[src/rtl/lcd_pkg.sv]
// Shared definitions for the LCD refresh sequencer: FSM state encoding,
// display geometry, DD-RAM line addresses and a character-extraction helper.
package lcd_pkg;

    typedef enum logic [2:0] {
        ST_IDLE   = 3'd0,
        ST_SET_L1 = 3'd1,
        ST_WAIT_A = 3'd2,
        ST_WR     = 3'd3,
        ST_WAIT_D = 3'd4,
        ST_SET_L2 = 3'd5,
        ST_DONE   = 3'd6
    } lcd_state_e;

    localparam logic [6:0] LCD_LINE1_ADDR     = 7'h00;
    localparam logic [6:0] LCD_LINE2_ADDR     = 7'h40;
    localparam int         LCD_CHARS_PER_LINE = 16;
    localparam int         LCD_NUM_CHARS      = 32;
    localparam int         LCD_FRAME_W        = 8 * LCD_NUM_CHARS;

    // Character 0 sits in the top byte of the frame word, character 31 in the bottom byte.
    function automatic logic [7:0] lcd_char_at(input logic [LCD_FRAME_W-1:0] frame,
                                               input logic [4:0]             idx);
        logic [LCD_FRAME_W-1:0] shifted;
        shifted = frame << {idx, 3'b000};
        return shifted[LCD_FRAME_W-1 -: 8];
    endfunction

endpackage

[src/rtl/lcd_cycle_timer.sv]
// Generic cycle counter: synchronous clear, count enable, and a terminal-count
// flag that is high while the count equals LIMIT-1. The count wraps to zero
// after the terminal value, so with en tied high tc pulses every LIMIT cycles.
module lcd_cycle_timer #(
    parameter int unsigned LIMIT = 16
) (
    input  logic clk,
    input  logic reset,
    input  logic clr,
    input  logic en,
    output logic tc
);

    localparam int unsigned    CNT_W = (LIMIT > 2) ? $clog2(LIMIT) : 1;
    localparam logic [CNT_W-1:0] LAST = CNT_W'(LIMIT - 1);

    logic [CNT_W-1:0] count;

    // Count up while enabled, wrapping after the terminal value; clr has priority.
    always_ff @(posedge clk or posedge reset) begin
        if (reset) begin
            count <= '0;
        end else if (clr) begin
            count <= '0;
        end else if (en) begin
            count <= (count == LAST) ? '0 : count + CNT_W'(1);
        end
    end

    assign tc = (count == LAST);

endmodule

[src/rtl/lcd_refresh_sequencer.sv]
// Copies a latched 2x16 character frame to the LCD through the transaction
// layer, one command in flight at a time, with a done-pulse timeout.
// Optional feature macro: LCD_AUTO_REFRESH_EN adds a free-running period
// counter that raises an internal refresh request every REFRESH_PERIOD cycles.
module lcd_refresh_sequencer
    import lcd_pkg::*;
#(
    parameter int unsigned TIMEOUT_CYCLES = 500000,
    parameter int unsigned REFRESH_PERIOD = 5000000
) (
    input  logic                   clk,
    input  logic                   reset,
    input  logic                   refresh_req,
    input  logic [LCD_FRAME_W-1:0] frame_data,
    output logic                   busy,
    output logic                   frame_done,
    output logic                   timeout_err,
    input  logic                   txn_ready,
    output logic                   do_set_dd_ram_addr,
    output logic [6:0]             dd_ram_addr,
    input  logic                   set_dd_ram_addr_done,
    output logic                   do_write_data,
    output logic [7:0]             data_to_write,
    input  logic                   send_data_done
);

    if (TIMEOUT_CYCLES < 2 || REFRESH_PERIOD < 2) begin : g_bad_params
        $error("lcd_refresh_sequencer: TIMEOUT_CYCLES and REFRESH_PERIOD must be >= 2");
    end

    lcd_state_e             state_q, state_d;
    logic [4:0]             idx_q;
    logic                   pending_q;
    logic [LCD_FRAME_W-1:0] frame_q;
    logic                   accept;
    logic                   idx_inc;
    logic                   in_wait;
    logic                   tmo_tc;
    logic                   auto_req;
    logic                   req_any;
    logic [7:0]             cur_char;

    assign in_wait  = (state_q == ST_WAIT_A) || (state_q == ST_WAIT_D);
    assign req_any  = refresh_req | auto_req;
    assign cur_char = lcd_char_at(frame_q, idx_q);

    // Timeout counter: held at zero outside the wait states, so it restarts on every wait entry.
    lcd_cycle_timer #(.LIMIT(TIMEOUT_CYCLES)) u_timeout (
        .clk   (clk),
        .reset (reset),
        .clr   (~in_wait),
        .en    (in_wait),
        .tc    (tmo_tc)
    );

`ifdef LCD_AUTO_REFRESH_EN
    // Free-running period counter; runs regardless of busy, its pulse is an ordinary request.
    lcd_cycle_timer #(.LIMIT(REFRESH_PERIOD)) u_period (
        .clk   (clk),
        .reset (reset),
        .clr   (1'b0),
        .en    (1'b1),
        .tc    (auto_req)
    );
`else
    assign auto_req = 1'b0;
`endif

    // State register.
    always_ff @(posedge clk or posedge reset) begin
        if (reset) begin
            state_q <= ST_IDLE;
        end else begin
            state_q <= state_d;
        end
    end

    // Next-state and command outputs; all outputs are decoded from the state so reset clears them at once.
    always_comb begin
        state_d            = state_q;
        accept             = 1'b0;
        idx_inc            = 1'b0;
        busy               = 1'b0;
        frame_done         = 1'b0;
        timeout_err        = 1'b0;
        do_set_dd_ram_addr = 1'b0;
        dd_ram_addr        = 7'h00;
        do_write_data      = 1'b0;
        data_to_write      = 8'h00;
        case (state_q)
            ST_IDLE: begin
                if ((req_any | pending_q) & txn_ready) begin
                    accept  = 1'b1;
                    state_d = ST_SET_L1;
                end
            end
            ST_SET_L1: begin
                busy               = 1'b1;
                do_set_dd_ram_addr = 1'b1;
                dd_ram_addr        = LCD_LINE1_ADDR;
                state_d            = ST_WAIT_A;
            end
            ST_WAIT_A: begin
                busy        = 1'b1;
                dd_ram_addr = (idx_q >= 5'(LCD_CHARS_PER_LINE)) ? LCD_LINE2_ADDR : LCD_LINE1_ADDR;
                if (set_dd_ram_addr_done) begin
                    state_d = ST_WR;
                end else if (tmo_tc) begin
                    busy        = 1'b0;
                    timeout_err = 1'b1;
                    state_d     = ST_IDLE;
                end
            end
            ST_WR: begin
                busy          = 1'b1;
                do_write_data = 1'b1;
                data_to_write = cur_char;
                state_d       = ST_WAIT_D;
            end
            ST_WAIT_D: begin
                busy          = 1'b1;
                data_to_write = cur_char;
                if (send_data_done) begin
                    if (idx_q == 5'(LCD_NUM_CHARS - 1)) begin
                        state_d = ST_DONE;
                    end else begin
                        idx_inc = 1'b1;
                        state_d = (idx_q == 5'(LCD_CHARS_PER_LINE - 1)) ? ST_SET_L2 : ST_WR;
                    end
                end else if (tmo_tc) begin
                    busy        = 1'b0;
                    timeout_err = 1'b1;
                    state_d     = ST_IDLE;
                end
            end
            ST_SET_L2: begin
                busy               = 1'b1;
                do_set_dd_ram_addr = 1'b1;
                dd_ram_addr        = LCD_LINE2_ADDR;
                state_d            = ST_WAIT_A;
            end
            ST_DONE: begin
                frame_done = 1'b1;
                // A request queued during the refresh starts straight away, so its
                // first command lands the cycle after frame_done.
                if (pending_q & txn_ready) begin
                    accept  = 1'b1;
                    state_d = ST_SET_L1;
                end else begin
                    state_d = ST_IDLE;
                end
            end
            default: begin
                state_d = ST_IDLE;
            end
        endcase
    end

    // Character index and single-deep pending request; requests not accepted immediately are merged into pending.
    always_ff @(posedge clk or posedge reset) begin
        if (reset) begin
            idx_q     <= '0;
            pending_q <= 1'b0;
        end else begin
            if (accept) begin
                idx_q <= '0;
            end else if (idx_inc) begin
                idx_q <= idx_q + 5'd1;
            end
            if (accept) begin
                pending_q <= 1'b0;
            end else if (req_any) begin
                pending_q <= 1'b1;
            end
        end
    end

    // Frame snapshot taken in the accept cycle; outputs are gated by state, so no reset is needed here.
    always_ff @(posedge clk) begin
        if (accept) begin
            frame_q <= frame_data;
        end
    end

endmodule

[config.mk]
export PLATFORM = sky130hd
export DESIGN_NAME = lcd_refresh_sequencer
export DESIGN_NICKNAME = d
export VERILOG_FILES = /design/src/rtl/lcd_pkg.sv /design/src/rtl/lcd_cycle_timer.sv /design/src/rtl/lcd_refresh_sequencer.sv
export SDC_FILE = /design/constraint.sdc
export NUM_CORES = 1
export LEC_CHECK = 0
export CAP_MARGIN = 0
export CORE_UTILIZATION = 50
export CTS_BUF_LIST = sky130_fd_sc_hd__clkbuf_16
export DETAILED_ROUTE_END_ITERATION = 7
export PLACE_DENSITY = 0.86
export RECOVER_POWER = 100
export SYNTH_ARGS = -nofsm -noshare
export SYNTH_HDL_FRONTEND = slang
export SYNTH_SLANG_ARGS = --single-unit
[constraint.sdc]
create_clock -name clk -period 16.77 [get_ports clk]
set_input_delay 1.677 -clock clk [delete_from_list [all_inputs] [get_ports clk]]
set_output_delay 1.677 -clock clk [all_outputs]
set_load 0.1 [all_outputs]
==> flow_summary.ini, run 1 <==
[worst_hold_path]
hold_start = u_timeout.count[0]$_DFF_PP0_
hp-class = flop to flop
min_to = u_timeout.count[0]$_DFF_PP0_
min_path_cells = 1

[critical_path]
crit_top_cell = clkbuf_1
cp-start-kind = input port
critPathKind = input port to flop
cp_slowest_cell = clkbuf_1
crit_arrival_ps = 9600
critical_path.endpoint_type = flop
worst_r2r_endpoint = frame_q[52]$_DFFE_PP_
regToRegStartpoint = state_q[1]$_DFFE_PP0P_
crit_path_max_fanout = 71
critPathMaxStageDelay_ps = 2520
crit_chain = dlygate4sd3_1, nor2_1, o31ai_1, and3_1, clkbuf_1, clkbuf_1
crit_required_ps = 16850
r2r_slack_ps = 8400
worstRegToRegCells = 4

[run_status]
outcome = complete, but fails checks
violations = max-capacitance violations, max-slew violations

[power_and_ir_drop]
p_comb_frac = 0.230
ir_worst_vdd_mv = 0.1101
p_sw_w = 0.0006586
p_seq_frac = 0.484
clkPwrFrac = 0.286
internal_power_w = 0.001548
power_density_nw_per_um2 = 144.0
p_leak_nw = 5.262
swShare = 0.2984

[global_route]
overflow = 0
grt_pass1_wl_mm = 41.90
grt_use_total = 0.2420
grt_pass1_vias = 7140
use_met1 = 0.3100
busiest_layer = met2
antenna_found_initial = 9
grt_util_met3 = 0.06144
use_met2 = 0.4041
grt_start_max_net_pins = 74

[synthesis]
syn_avg_cell_area_um2 = 18.16
synth-main-ff-cell = edfxtp_1
synthArstFlopShare = 0.09859
netlist-cell-type-count = 55
yosys_warnings = 0
synth.largest_area_cell = edfxtp_1
synth.top_cell.area_share = 0.6696
syn_inst = 632
synth_area_leaders = edfxtp_1, mux4_2, dfrtp_1, mux2i_1, o22ai_1
synth_edf_count = 256
syn-cell-area_um2 = 11480
ys_ff_latch = 284
yosysSeqAreaShare = 0.7307

[sta]
layout_min_cycle_time_ps = 9521
worst_slew_pin_slew_ps = 4302
setup_viol = 0
setup_tns_ps = 0
fmax_mhz = 105.0
finalMaxSlewViolations = 344
hold_viol = 0
relSlewSlack = -1.868
clock_skew_ps = 20.40
finalCritPeriodShare = 0.5677
grt_setup_unrepaired = false

[clocking]
holdBufCountCts = 0
post-cts-setup-buffer-count = 0
cts_sinks = 284
numCtsBuffers = 28
path_clk_slew_ps = 60
worstSkewPairLatency_ps = 550
cts_tree = done
h-tree-depth = 1
cts-resized-gates = 0
clockRootBuffer = clkbuf_16
cts_buffer_depth = 3

[die]
rows = 55
core_area_um2 = 22570
die_h_um = 153.5
initial_core_util = 0.5086
ios = 282
dieArea_um2 = 23570
die_w_um = 153.5

[cells_and_area]
fin_util = 0.6792
layout_common_cells = dlygate4sd3_1, edfxtp_1, mux4_2
finalNetCount = 1176
drive_above_1_share = 0.1042
area_growth_pct = 33.54
final_common_cell = dlygate4sd3_1

[place]
gp_congestion = 0.8109
io_buffers = 275
hpwl_mm = 20.41

[route]
drc = 0
dr.pass1.iters = 5
via_per_inst = 5.673
routed_wl_mm = 28.24
wl_per_cell_um = 23.05
drt-initial-drc-count = 589
drtAntennaViolNets = 0
vias = 6950

[run]
cap_violations = 6
-- synth_stat cells, types with 3 or more instances --
cell type	count
and4_1	3
buf_2	10
or3_1	4
o22ai_1	23
mux2i_1	39
nor4_1	3
o221a_1	7
nand2_1	8
buf_1	3
clkbuf_1	9
o21ai_0	5
nand4_1	7
nor2b_1	11
a211oi_1	7
a21oi_1	7
mux2_2	7
buf_6	3
nor2_1	33
nor3_1	9
edfxtp_1	256
ha_1	5
nand2b_1	4
mux4_2	41
inv_1	8
nand3_1	14
xnor2_1	5
a211o_1	16
dfrtp_1	28
and3_1	6
xor2_1	11
buf_4	11
-- final cells by class --
class,instances,area [µm²]
Clock inverter,23,211.5
Inverter,9,33.78
Fill cell,1498,7242
Tap cell,285,356.6
Clock buffer,29,725.7
Sequential cell,284,8392
Antenna cell,9,22.52
Multi-Input combinational cell,305,2809
Timing Repair Buffer,281,2779
-- power groups by stage --
stage,registers (W),clock network [W],logic (W)
2_1_floorplan,0.00108,0,0.000376
3_3_place_gp,0.00105,0,0.000525
3_5_place_dp,0.00106,0,0.000529
4_1_cts,0.00105,0.000641,0.000530
5_1_grt,0.00109,0.000666,0.000539
6_report,0.00107,0.000632,0.000507
-- cells by family after synthesis --
logic type | share of synthesized area
muxes | 0.1213
buffers and inverters | 0.02529
DFF | 0.7307
adders and majority gates | 0.005450
other | 0.0003267
AOI/OAI and AO/OA | 0.05439
xor gates and xnor gates | 0.01221
and+or+nand+nor | 0.05035
-- worst max-delay path, delay by kind of cell --
kind	cells	cell delay, ps
simple gates	2	2360
buf+inv	3	5240
compound gates	1	220
-- state kept, by name, summed over array words and instances (netlist names) --
signal and flops:
frame_q 256, u_timeout.count 19, idx_q 5, state_q 3
pending_q 1
-- layer usage --
metal	vias up	share of wire
met5	-	0
met4	0	0.028
met3	47	0.090
met2	385	0.50
met1	3411	0.39
li1	3107	-
-- stage by stage --
| step | total power [W] | worst slack (ps) | hold WS [ps] | instance area [µm²] | cells |
|---|---|---|---|---|---|
| final | 0.002207 | 7249 | 501.6 | 15330 | 1225 |
| after floorplan | 0.001454 | 6945 | 462.6 | 11500 | 637 |
| after detailed placement | 0.001593 | 11150 | 493.1 | 14410 | 1164 |
| after global routing | 0.002291 | 6502 | 540.3 | 15330 | 1225 |
| after CTS | 0.002223 | 10570 | 504.3 | 15350 | 1216 |
| after global placement | 0.001577 | 11180 | 488.3 | 14410 | 1164 |
-- worst max-delay path by stage --
stage	endpoint	startpoint	cells past startpoint	slack, ps
2_1_floorplan	frame_q[0]$_DFFE_PP_	refresh_req	4	6950
3_3_place_gp	data_to_write[4]	idx_q[0]$_DFFE_PP0P_	6	11180
3_5_place_dp	data_to_write[4]	idx_q[0]$_DFFE_PP0P_	6	11150
4_1_cts	data_to_write[4]	idx_q[0]$_DFFE_PP0P_	6	10570
5_1_grt	data_to_write[4]	idx_q[0]$_DFFE_PP0P_	6	6500
6_report	frame_q[52]$_DFFE_PP_	refresh_req	6	7250
(Power assumes the default switching activity.)
==> run 2, diff against run 1 <==
Clock period 16.77 ns to 9.1 ns, I/O delays scaled along.
==> run 2 against run 1 <==
The run still ends with max-capacitance violations, max-slew violations left. First-iteration DRC count grew 10%. Clock power grew 95%. Combinational power grew 87%. Register-to-register slack lost 5800 ps. Cell count shrank 0.33%. Critical endpoint is now frame_q[136]$_DFFE_PP_. Largest power group unchanged.
==> flow_summary.ini, run 2 (same netlist as run 1, synthesis figures left out) <==
[route]
wl_per_cell_um = 23.29
vias = 6988
drt-initial-drc-count = 648
via_per_inst = 5.723
dr.pass1.iters = 5
drtAntennaViolNets = 0
routed_wl_mm = 28.43
drc = 0

[power_and_ir_drop]
ir_worst_vdd_mv = 0.1982
p_leak_nw = 5.300
power_density_nw_per_um2 = 268.6

[clocking]
cts-resized-gates = 0
h-tree-depth = 1
cts_buffer_depth = 3
cts_sinks = 284
cts_tree = done
path_clk_slew_ps = 60
holdBufCountCts = 0
worstSkewPairLatency_ps = 560
clockRootBuffer = clkbuf_16
post-cts-setup-buffer-count = 0
numCtsBuffers = 29

[cells_and_area]
final_common_cell = dlygate4sd3_1
fin_util = 0.6815
seq_area_um2 = 8392
area_growth_pct = 34.01
n_fill_cell = 1509
regMostFlops = frame_q
multiInputGateArea_um2 = 2809
layout_common_cells = dlygate4sd3_1, edfxtp_1, mux4_2
drive_above_1_share = 0.1125
largest_reg_flops = 256
final_cells = 1221
finalNetCount = 1177
top_regs = frame_q x256, u_timeout.count x19, idx_q x5

[die]
dieArea_um2 = 23570
ios = 282
initial_core_util = 0.5086
rows = 55
core_area_um2 = 22570
die_w_um = 153.5
die_h_um = 153.5

[critical_path]
crit_buf_inv = 2
crit_required_ps = 9150
crit_chain = dlygate4sd3_1, nor2_1, o31ai_1, and3_1, clkbuf_1
critPathMaxStageDelay_ps = 2970
cpLargestDelayFamily = buffers and inverters
worstRegToRegCells = 3
critPathKind = input port to flop
crit_arrival_ps = 6940
cp-start-kind = input port
crit_path_max_fanout = 75
critical_path_depth = 5
cp_slowest_cell = clkbuf_1
critical_path.endpoint_type = flop

[sta]
hold_viol = 0
clock_skew_ps = 30.28
layout_min_cycle_time_ps = 6887
finalMaxSlewViolations = 312
grt_setup_unrepaired = false
relSlewSlack = -1.688
fmax_mhz = 145.2
worst_slew_pin_slew_ps = 4032
setup_viol = 0
fin_hold_ws_ps = 528.5
setup_tns_ps = 0
finalCritPeriodShare = 0.7568
postLayoutSetupSlackWorst_ps = 2213

[run_status]
outcome = complete, but fails checks
violations = max-capacitance violations, max-slew violations

[worst_hold_path]
min_path_cells = 1
hp-class = flop to flop

[global_route]
overflow = 0
antenna_found_initial = 5
grt_pass1_wl_mm = 42.18
grt_pass1_vias = 7194
grt_use_total = 0.2458
grt_start_max_net_pins = 76

[place]
gp_congestion = 0.7996
io_buffers = 275
dp_cells = 1164
place_ws_ps = 4208
hpwl_mm = 20.45

[run]
cap_violations = 6
-- run 2: cell count changes in the layout (fill, tap and decap cells not counted), sizes merged, moves of 2 or more --
cell	change
buf	+2
clkinv	+2
diode	-6
clkbuf	-2
clkinvlp	-2
-- run 2: per-stage QoR --
stage,area (µm²),total power [W]
6_report,15380,0.004132
5_1_grt,15380,0.004291
4_1_cts,15410,0.004174
3_5_place_dp,14410,0.002940
3_3_place_gp,14410,0.002916
2_1_floorplan,11500,0.002679
-- run 2: path summary, 6_finish.rpt --
path / start / endpoint / slack, ps
min reg2reg: u_timeout.count[0]$_DFF_PP0_ / u_timeout.count[0]$_DFF_PP0_ / 530
max in group asynchronous: reset / idx_q[0]$_DFFE_PP0P_ / 6700
max: refresh_req / frame_q[136]$_DFFE_PP_ / 2210
min in group asynchronous: reset / idx_q[0]$_DFFE_PP0P_ / 1330
max reg2reg: state_q[1]$_DFFE_PP0P_ / frame_q[136]$_DFFE_PP_ / 2620
min: u_timeout.count[0]$_DFF_PP0_ / u_timeout.count[0]$_DFF_PP0_ / 530
-- run 2: where the power goes --
part | total [W] | internal, W | switching (W) | leakage [nW]
registers | 0.00196 | 0.00182 | 0.000139 | 2.74
logic | 0.000949 | 0.000338 | 0.000612 | 2.06
clock network | 0.00123 | 0.000728 | 0.000498 | 0.501
-- run 2: metal layers --
layer  GRT usage  up-vias  routed length [µm]
met5           0        -                  23
met4      0.1005        4                1111
met3     0.06511       65                2409
met2      0.4039      360               14060
met1      0.3120     3450               10830
li1            -     3109                   -
-- run 2: area by class of cell --
cell class / instances / share of cell area
well taps: 285 / 0.02318
clock buffers: 29 / 0.04717
clock inverters: 25 / 0.01773
flip-flops and latches: 284 / 0.5455
diodes: 3 / 0.0004880
repair buffers: 281 / 0.1811
inverters: 9 / 0.002196
multi-input cells: 305 / 0.1826
-- run 2: worst register-to-register path: stages (launching register included) --
cell and delay, ps:
dfrtp_1 510, o31ai_1 270, and3_1 2200, clkbuf_1 2990
==> run 3, diff against run 2 <==
Settings changed: CORE_UTILIZATION 50 to 45, PLACE_DENSITY 0.86 to 0.82.
Clock period 9.1 ns to 5.9 ns, I/O delays scaled along.
==> run 3 against run 2 <==
The flow still finishes with violations (max-capacitance violations, max-slew violations). First-iteration DRC count up 5.2%. Global-route usage is 2.8 points lower. Register-to-register slack lost 1600 ps. Cell area increased by 0.48%. Power is 52% higher. Worst hold slack got worse by 5.1 ps. Cell count rose by 4.3%.
==> flow_summary.ini, run 3 (same netlist as run 1, synthesis figures left out) <==
[run_status]
outcome = complete, but fails checks
violations = max-capacitance violations, max-slew violations

[route]
drc = 0
routed_wl_mm = 28.21
via_per_inst = 5.437
vias = 6921
dr.pass1.iters = 7
wl_per_cell_um = 22.16
drtAntennaViolNets = 0
drt-initial-drc-count = 682

[sta]
worst_slew_pin_slew_ps = 2821
setup_tns_ps = 0
finalMaxSlewViolations = 289
clock_skew_ps = 25.83
hold_viol = 0
layout_min_cycle_time_ps = 4909
relSlewSlack = -0.8809
finalCritPeriodShare = 0.8320
setup_viol = 0
fmax_mhz = 203.7
grt_setup_unrepaired = false

[clocking]
cts_tree = done
cts_buffer_depth = 3
clockRootBuffer = clkbuf_16
cts-resized-gates = 0
path_clk_slew_ps = 60
post-cts-setup-buffer-count = 0
cts_sinks = 284
numCtsBuffers = 30
holdBufCountCts = 0
h-tree-depth = 1
worstSkewPairLatency_ps = 570

[critical_path]
critical_path.endpoint_type = flop
crit_chain = o31ai_1, and3_1, clkbuf_2
crit_path_start = state_q[1]$_DFFE_PP0P_
cpLargestDelayFamily = buffers and inverters
regToRegStartpoint = state_q[1]$_DFFE_PP0P_
crit_required_ps = 6000
worstRegToRegCells = 3
crit_buf_inv = 1
crit_path_max_fanout = 114
worst_r2r_endpoint = frame_q[29]$_DFFE_PP_
critPathMaxStageDelay_ps = 2110
crit_arrival_ps = 5010
cp-start-kind = flop
cp_slowest_cell = clkbuf_2
critPathKind = flop to flop
r2r_slack_ps = 990

[cells_and_area]
layout_common_cells = dlygate4sd3_1, edfxtp_1, mux4_2
top_regs = frame_q x256, u_timeout.count x19, idx_q x5
regMostFlops = frame_q
fin_area_um2 = 15460
drive_above_1_share = 0.1102
n_fill_cell = 1861
largest_reg_flops = 256
finalNetCount = 1180
final_common_cell = dlygate4sd3_1
area_growth_pct = 34.65

[place]
hpwl_mm = 20.27
placed_cell_area_um2 = 14490
gp_congestion = 0.7920
io_buffers = 275

[global_route]
antenna_found_initial = 8
grt_pass1_wl_mm = 41.41
overflow = 0
grt_use_total = 0.2173
grt_pass1_vias = 7096
grt_start_max_net_pins = 115

[die]
die_w_um = 161.7
initial_core_util = 0.4572
die_h_um = 161.7
ios = 282
dieArea_um2 = 26150
core_area_um2 = 25110
rows = 58

[worst_hold_path]
hold_start = u_timeout.count[0]$_DFF_PP0_
min_to = u_timeout.count[0]$_DFF_PP0_
hp-class = flop to flop
min_path_cells = 1

[power_and_ir_drop]
ir_worst_vdd_mv = 0.2989
p_leak_nw = 5.317
power_density_nw_per_um2 = 405.9

[run]
cap_violations = 5
## run 3: final cells by class
cell class                      count  area (µm²)  share of cell area
Antenna cell                        8       20.02            0.001295
Clock buffer                       30       750.7             0.04857
Clock inverter                     24       235.2             0.01522
Inverter                            9       33.78            0.002186
Multi-Input combinational cell    305        2809              0.1817
Sequential cell                   284        8396              0.5431
Tap cell                          330       412.9             0.02671
Timing Repair Buffer              283        2800              0.1812
## run 3: per-stage QoR
step	util	worst slack (ps)	total power [W]	hold WS (ps)	instances
6_report	0.6156	991.5	0.006274	523.4	1273
5_1_grt	0.6155	588.4	0.006528	559.9	1272
4_1_cts	0.6164	1056	0.006369	520.1	1265
3_5_place_dp	0.5771	1633	0.004510	511.0	1211
3_3_place_gp	0.5771	1640	0.004476	488.4	1211
2_1_floorplan	-	1157	0.004034	462.6	637
## run 3: how the worst max path moves through the flow
stage / depth (start not counted) / end
finish: 3 / frame_q[29]$_DFFE_PP_
global route: 3 / frame_q[21]$_DFFE_PP_
CTS: 6 / data_to_write[0]
detailed placement: 6 / data_to_write[0]
global placement: 6 / data_to_write[0]
floorplan: 4 / frame_q[0]$_DFFE_PP_
## run 3: layer usage
metal / global-route usage / up-vias / part of all wire
li1: - / 3110 / -
met1: 0.2727 / 3373 / 0.38
met2: 0.3666 / 380 / 0.49
met3: 0.05592 / 56 / 0.087
met4: 0.07633 / 2 / 0.034
met5: 0 / - / 0.00046
## run 3: where the power goes
group	internal (W)	switching, W
clock network	0.00110	0.000754
registers	0.00281	0.000226
logic	0.000503	0.000883
total	0.00441	0.00186
## run 3: worst reg2reg max path, cell delays in order (launching register included)
cell,delay (ps)
dfrtp_1,520
o31ai_1,290
and3_1,1410
clkbuf_2,2120
